<file path="src/rtl/fifo_pkg.sv">
// Shared constants and helpers for the fifo_ext block.
// No logic; elaboration-time only.
// No flow control.
package fifo_pkg;

  // Read-data presentation modes selected by the REG_OUT parameter.
  localparam int REG_OUT_COMB = 0;
  localparam int REG_OUT_REG  = 1;

  // Occupancy counter must hold 0..2**addr_width inclusive.
  function automatic int count_width(input int addr_width);
    return addr_width + 1;
  endfunction

endpackage

</file>
<file path="src/rtl/reg_file.sv">
// Simple dual-port storage array: one synchronous write port, one asynchronous read port.
// Write lands on the rising edge; read is combinational from the address.
// No flow control; the caller gates the write enable.
module reg_file #(
  parameter int DATA_WIDTH = 8,
  parameter int ADDR_WIDTH = 2
) (
  input  logic                  clk,
  input  logic                  we,
  input  logic [ADDR_WIDTH-1:0] w_addr,
  input  logic [DATA_WIDTH-1:0] w_data,
  input  logic [ADDR_WIDTH-1:0] r_addr,
  output logic [DATA_WIDTH-1:0] r_data
);

  localparam int DEPTH = 1 << ADDR_WIDTH;

  logic [DATA_WIDTH-1:0] mem [DEPTH];

  // Store the word on an enabled write; contents are never reset.
  always_ff @(posedge clk) begin
    if (we) begin
      mem[w_addr] <= w_data;
    end
  end

  assign r_data = mem[r_addr];

endmodule

</file>
<file path="src/rtl/fifo_ext.sv">
// Synchronous FIFO with occupancy count, almost-full/empty thresholds and overflow/underflow pulses.
// Read data is zero latency (REG_OUT=0) or registered one cycle after the pop (REG_OUT=1).
// Writes into a full FIFO are dropped unless a pop happens the same cycle; pops from empty are ignored.
module fifo_ext
  import fifo_pkg::*;
#(
  parameter int DATA_WIDTH = 8,
  parameter int ADDR_WIDTH = 2,
  parameter int REG_OUT    = REG_OUT_COMB,
  parameter int AF_LEVEL   = (1 << ADDR_WIDTH) - 1,
  parameter int AE_LEVEL   = 1
) (
  input  logic                    i_clk,
  input  logic                    i_reset,
  input  logic                    i_wr,
  input  logic [DATA_WIDTH-1:0]   i_w_data,
  input  logic                    i_rd,
  output logic [DATA_WIDTH-1:0]   o_r_data,
  output logic                    o_r_valid,
  output logic                    o_empty,
  output logic                    o_full,
  output logic                    o_almost_empty,
  output logic                    o_almost_full,
  output logic [ADDR_WIDTH:0]     o_count,
  output logic                    o_overflow,
  output logic                    o_underflow
);

  localparam int DEPTH = 1 << ADDR_WIDTH;
  localparam int CW    = count_width(ADDR_WIDTH);

  localparam logic [CW-1:0] DEPTH_C = CW'(DEPTH);
  localparam logic [CW-1:0] AF_C    = CW'(AF_LEVEL);
  localparam logic [CW-1:0] AE_C    = CW'(AE_LEVEL);

  // Parameter sanity checks, evaluated at elaboration.
  if (ADDR_WIDTH < 1) begin : g_chk_aw
    $error("fifo_ext: ADDR_WIDTH must be >= 1");
  end
  if (DATA_WIDTH < 1) begin : g_chk_dw
    $error("fifo_ext: DATA_WIDTH must be >= 1");
  end
  if (REG_OUT != REG_OUT_COMB && REG_OUT != REG_OUT_REG) begin : g_chk_ro
    $error("fifo_ext: REG_OUT must be 0 or 1");
  end
  if (AF_LEVEL < 1 || AF_LEVEL > DEPTH) begin : g_chk_af
    $error("fifo_ext: AF_LEVEL must be in 1..DEPTH");
  end
  if (AE_LEVEL < 0 || AE_LEVEL > DEPTH - 1) begin : g_chk_ae
    $error("fifo_ext: AE_LEVEL must be in 0..DEPTH-1");
  end

  logic [ADDR_WIDTH-1:0] wr_ptr;
  logic [ADDR_WIDTH-1:0] rd_ptr;
  logic [CW-1:0]         count;
  logic [CW-1:0]         count_nxt;
  logic                  wr_ok;
  logic                  rd_ok;
  logic                  overflow;
  logic                  underflow;
  logic [DATA_WIDTH-1:0] rf_rdata;

  // Flags come straight from the registered count, so full/empty never rely on pointer equality.
  assign o_empty        = (count == '0);
  assign o_full         = (count == DEPTH_C);
  assign o_almost_empty = (count <= AE_C);
  assign o_almost_full  = (count >= AF_C);
  assign o_count        = count;
  assign o_overflow     = overflow;
  assign o_underflow    = underflow;

  // A full FIFO still takes a write when a pop frees the head slot on the same edge.
  assign wr_ok = i_wr & (~o_full | i_rd);
  // Empty FIFO never passes a same-cycle write through to the read side.
  assign rd_ok = i_rd & ~o_empty;

  reg_file #(
    .DATA_WIDTH (DATA_WIDTH),
    .ADDR_WIDTH (ADDR_WIDTH)
  ) u_reg_file (
    .clk    (i_clk),
    .we     (wr_ok),
    .w_addr (wr_ptr),
    .w_data (i_w_data),
    .r_addr (rd_ptr),
    .r_data (rf_rdata)
  );

  // Occupancy follows accepted operations: +1 write only, -1 read only, otherwise hold.
  always_comb begin
    count_nxt = count;
    case ({wr_ok, rd_ok})
      2'b10:   count_nxt = count + 1'b1;
      2'b01:   count_nxt = count - 1'b1;
      default: count_nxt = count;
    endcase
  end

  // Pointers, count and the one-cycle error pulses; pointers wrap naturally at DEPTH.
  always_ff @(posedge i_clk or posedge i_reset) begin
    if (i_reset) begin
      wr_ptr    <= '0;
      rd_ptr    <= '0;
      count     <= '0;
      overflow  <= 1'b0;
      underflow <= 1'b0;
    end else begin
      if (wr_ok) begin
        wr_ptr <= wr_ptr + 1'b1;
      end
      if (rd_ok) begin
        rd_ptr <= rd_ptr + 1'b1;
      end
      count     <= count_nxt;
      overflow  <= i_wr & ~wr_ok;
      underflow <= i_rd & ~rd_ok;
    end
  end

  if (REG_OUT == REG_OUT_REG) begin : g_reg_out
    logic [DATA_WIDTH-1:0] r_data_q;
    logic                  r_valid_q;

    // Capture the popped head word; valid marks only the cycle right after an accepted read.
    always_ff @(posedge i_clk or posedge i_reset) begin
      if (i_reset) begin
        r_data_q  <= '0;
        r_valid_q <= 1'b0;
      end else begin
        r_valid_q <= rd_ok;
        if (rd_ok) begin
          r_data_q <= rf_rdata;
        end
      end
    end

    assign o_r_data  = r_data_q;
    assign o_r_valid = r_valid_q;
  end else begin : g_comb_out
    assign o_r_data  = rf_rdata;
    assign o_r_valid = ~o_empty;
  end

endmodule

</file>
<file path="config.mk">
export PLATFORM = sky130hd
export DESIGN_NAME = fifo_ext
export DESIGN_NICKNAME = d
export VERILOG_FILES = /design/src/rtl/fifo_pkg.sv /design/src/rtl/reg_file.sv /design/src/rtl/fifo_ext.sv
export SDC_FILE = /design/constraint.sdc
export NUM_CORES = 1
export LEC_CHECK = 0
export CAP_MARGIN = 30
export CORE_ASPECT_RATIO = 1.75
export CORE_MARGIN = 1.5
export CORE_UTILIZATION = 58
export CTS_BUF_LIST = sky130_fd_sc_hd__clkbuf_2
export DETAILED_ROUTE_END_ITERATION = 8
export HOLD_SLACK_MARGIN = 0.15
export PLACE_DENSITY_LB_ADDON = 0.15
export RECOVER_POWER = 50
export SLEW_MARGIN = 30
export SYNTH_ARGS = -nofsm -noshare
export SYNTH_HDL_FRONTEND = slang
export SYNTH_SLANG_ARGS = --single-unit
</file>
<file path="constraint.sdc">
create_clock -name i_clk -period 3 [get_ports i_clk]
set_clock_uncertainty 0.2 [all_clocks]
set_input_delay 0.9 -clock i_clk [delete_from_list [all_inputs] [get_ports i_clk]]
set_output_delay 0.9 -clock i_clk [all_outputs]
set_load 0.01 [all_outputs]
</file>
==> results by group <==
Outcome
  • Status: completed

Run
  • Maxcap violations: 0

Global route
  • Vias in the first global route: between 900 and 1000
  • Largest net degree at the start of global routing: 12
  • Global-route wire length before repair: 4264 µm
  • Grt ovf: 0
  • Total GRT Usage: between 15 and 20%
  • Initial antenna violation count: 0

STA
  • Setup TNS: 0 ps
  • Worst-Margin Slew: ~430 ps
  • Max Clock Freq: about 350 MHz
  • Slew Viols, Final: 0
  • Final setup viols: 0
  • Min cycle time layout: 2870 ps
  • Hold_ws: approximately 360 ps
  • Final Hold Fails: 0
  • Period utilisation layout: a little over nine tenths
  • RSZ-0062 raised after global routing: no
  • Slew HR: between 70% and 80%

CTS
  • Hold_buf cts: 0
  • CTS root buf: clkbuf_2
  • CTS tree: yes
  • Num CTS Buffers: 5
  • TritonCTS Sinks: 41
  • Clock buffer depth: 2
  • Reg clk slew, reported paths: roughly 180 ps
  • Worst skew pair latency: between 300 and 400 ps
  • Htree depth: 2

Finish
  • Fill count: roughly 190
  • Layout cell share with drive strength beyond 1: between 10% and 20%
  • Antenna diodes: 0
  • Final nets: between 150 and 200
  • Area Growth Syn to Fin: 22.35%
  • Post-Layout Cell Count: around 170

Pwr
  • PD cells: roughly 920 mW/mm²
  • Lkg Pwr: 0.8595 nW
  • Peak supply drop: 0.0005921 V

Yosys
  • Post-synthesis sequential element count: roughly 40
  • Yosys warning count: 0
  • Top FF cell, synth: edfxtp_1
  • Synth Instances: 98
  • Yosys top cell by area: edfxtp_1
  • Post-Syn Area: ~0.0017 mm²
  • Syn_nets: 120
  • Post-synth EDFFs: 32
  • Top post-synthesis cells by area: edfxtp_1, dfrtp_1, mux4_2
  • Top-count cell post-synth: edfxtp_1
  • Synth cell types: 24
  • Mapped Avg Cell Area: between 15 and 20 µm²
  • Top cell type's share of synthesized area: 55.37%
  • Seq/Total Area, Yosys: roughly 70%
  • Synth cell count leaders: edfxtp_1, ha_1, dfrtp_1
  • Ys async rst share: between 20% and 30%

Detailed routing
  • Vias per Instance: approximately 5.6
  • Wire per inst: between 15 and 20 µm
  • Drt first-iter violations: 21
  • DRT Pass-1 Iters: 6
  • Drt total wl: 2697 µm
  • Post-DRT Antenna Nets: 0
  • DR vias: 931
  • DRC viols: 0

Placed design
  • Port Buf Inserts: 29
  • HPWL Detailed: a little under 2000 µm
  • GP Congestion: just under 0.7
  • Inst Count DP: approximately 150

Setup path
  • Crit-path slowest cell: mux4_2
  • R2R setup slack: 1060 ps
  • Worst Path Max Fanout: 8
  • RR Startpoint: o_count[1]
  • Crit end category: output pin
  • Max incr delay on CP: about 500 ps
  • Critical path origin: rd_ptr[0]
  • FF-to-FF End: o_count[2]
  • Critical path, cell by cell: buf_12 -> mux4_2 -> dlygate4sd2_1
  • Crit start category: register
  • Type of the worst setup path: register to output pin
  • Crit path buf inv count: 2
  • Worst EP arrival: around 1800 ps
  • Crit path max-delay family: multiplexers
  • Data required time at the worst endpoint: between 1500 and 2000 ps
  • R2R depth: 8

Min path
  • Min-delay src: wr_ptr[0]
  • Hold Path Depth: 1
  • Worst hold endpoint: wr_ptr[0]
  • Hold Crit Class: register to register

Floorplanning
  • FP Rows: 26
  • Starting Density: between 50 and 60%
  • Die ar.: around 0.0033 mm²
  • Core ar.: slightly below 0.003 mm²
  • # IOs: 30
  • Die width: around 44 µm
  • Die Y: approximately 75 µm
## registers in the layout, summed over array words and instances (netlist names)
| register | count |
|---|---|
| u_reg_file.mem | 32 |
| o_count | 3 |
| o_underflow | 1 |
| wr_ptr | 2 |
| rd_ptr | 2 |
| o_overflow | 1 |
## repair_timing
item | 4_1_cts | 5_1_grt
resized for setup | 10 | 5
buffers inserted | 2 | 1
setup endpoints to repair | 12 | 4
## logic make-up (layout without fill, tap and decap cells)
family / after synthesis / in the layout / synth area share, %
AOI/OAI and AO/OA: 6 / 6 / 1.875
and+or+nand+nor: 16 / 16 / 5.912
DFF: 41 / 41 / 68.35
buffers and inverters: 11 / 50 / 2.883
adders and majority gates: 10 / 10 / 7.210
muxes: 9 / 9 / 11.25
xor gates and xnor gates: 5 / 5 / 2.523
## worst reg2reg max path: stages, from the launching register on
cell	delay (ps)
dfrtp_1	450
inv_2	120
ha_4	170
nand3b_1	170
nand2_1	200
ha_1	260
nor2_1	60
a31oi_1	140
o22ai_1	90
## layer usage
metal | share of wire, % | vias to the layer above | GRT usage (%)
met5 | 0 | - | 0
met4 | 2.3 | 0 | 9.091
met3 | 3.7 | 7 | 4.976
met2 | 57 | 22 | 34.64
met1 | 37 | 465 | 18.36
li1 | - | 437 | -
## how the worst max path moves through the flow
stage                                 to  slack, ps  depth (start not counted)
final                        o_r_data[1]        130                          3
after global routing              o_full         20                          4
after CTS                 o_almost_empty         20                          5
after detailed placement     o_r_data[1]        330                          3
after global placement       o_r_data[1]        350                          3
after floorplan                   o_full        860                          3
## stage by stage
step / utilization [%] / total power [mW] / setup slack (ps) / cell area [µm²]
finish: 73.34 / 1.956 / 129.7 / 2123
global route: 73.34 / 2.090 / 17.90 / 2123
CTS: 73.29 / 1.997 / 18.88 / 2122
detailed placement: 71.31 / 1.781 / 329.4 / 2064
global placement: 71.31 / 1.752 / 353.2 / 2064
floorplan: - / 1.381 / 863.0 / 1735
## layout by cell type (no fill, tap or decap)
cell and instances:
a21oi_1 2, edfxtp_1 32, dlygate4sd3_1 10, nand2b_4 1, mux2_1 1, xor2_1 1
inv_1 6, a31oi_1 1, clkdlybuf4s50_1 9, dfrtp_1 8, nor2_1 4, xnor2_1 4
and2_2 1, nand2_1 2, clkbuf_2 8, and2_0 1, nand3b_1 1, dlymetal6s2s_1 2
o22ai_1 1, buf_4 3, ha_1 9, dfrtp_2 1, ha_4 1, dlygate4sd2_1 8
nand3_1 1, o21ai_0 2, and3_1 5, inv_2 3, mux4_2 8, buf_12 1
## cell type report
class                           count  area, µm²  area share [%]
Clock buffer                        8      40.04           1.886
Inverter                            9      33.78           1.591
Multi-Input combinational cell     46      499.2           23.51
Sequential cell                    41       1187           55.92
Tap cell                           28      35.03           1.650
Timing Repair Buffer               33      327.8           15.44
## report_power, final
part | total, mW | internal (mW) | switching, mW
clock network | 0.230 | 0.0688 | 0.161
registers | 0.859 | 0.762 | 0.0967
logic | 0.867 | 0.488 | 0.379
No activity file was read; power rests on OpenSTA's default activity.
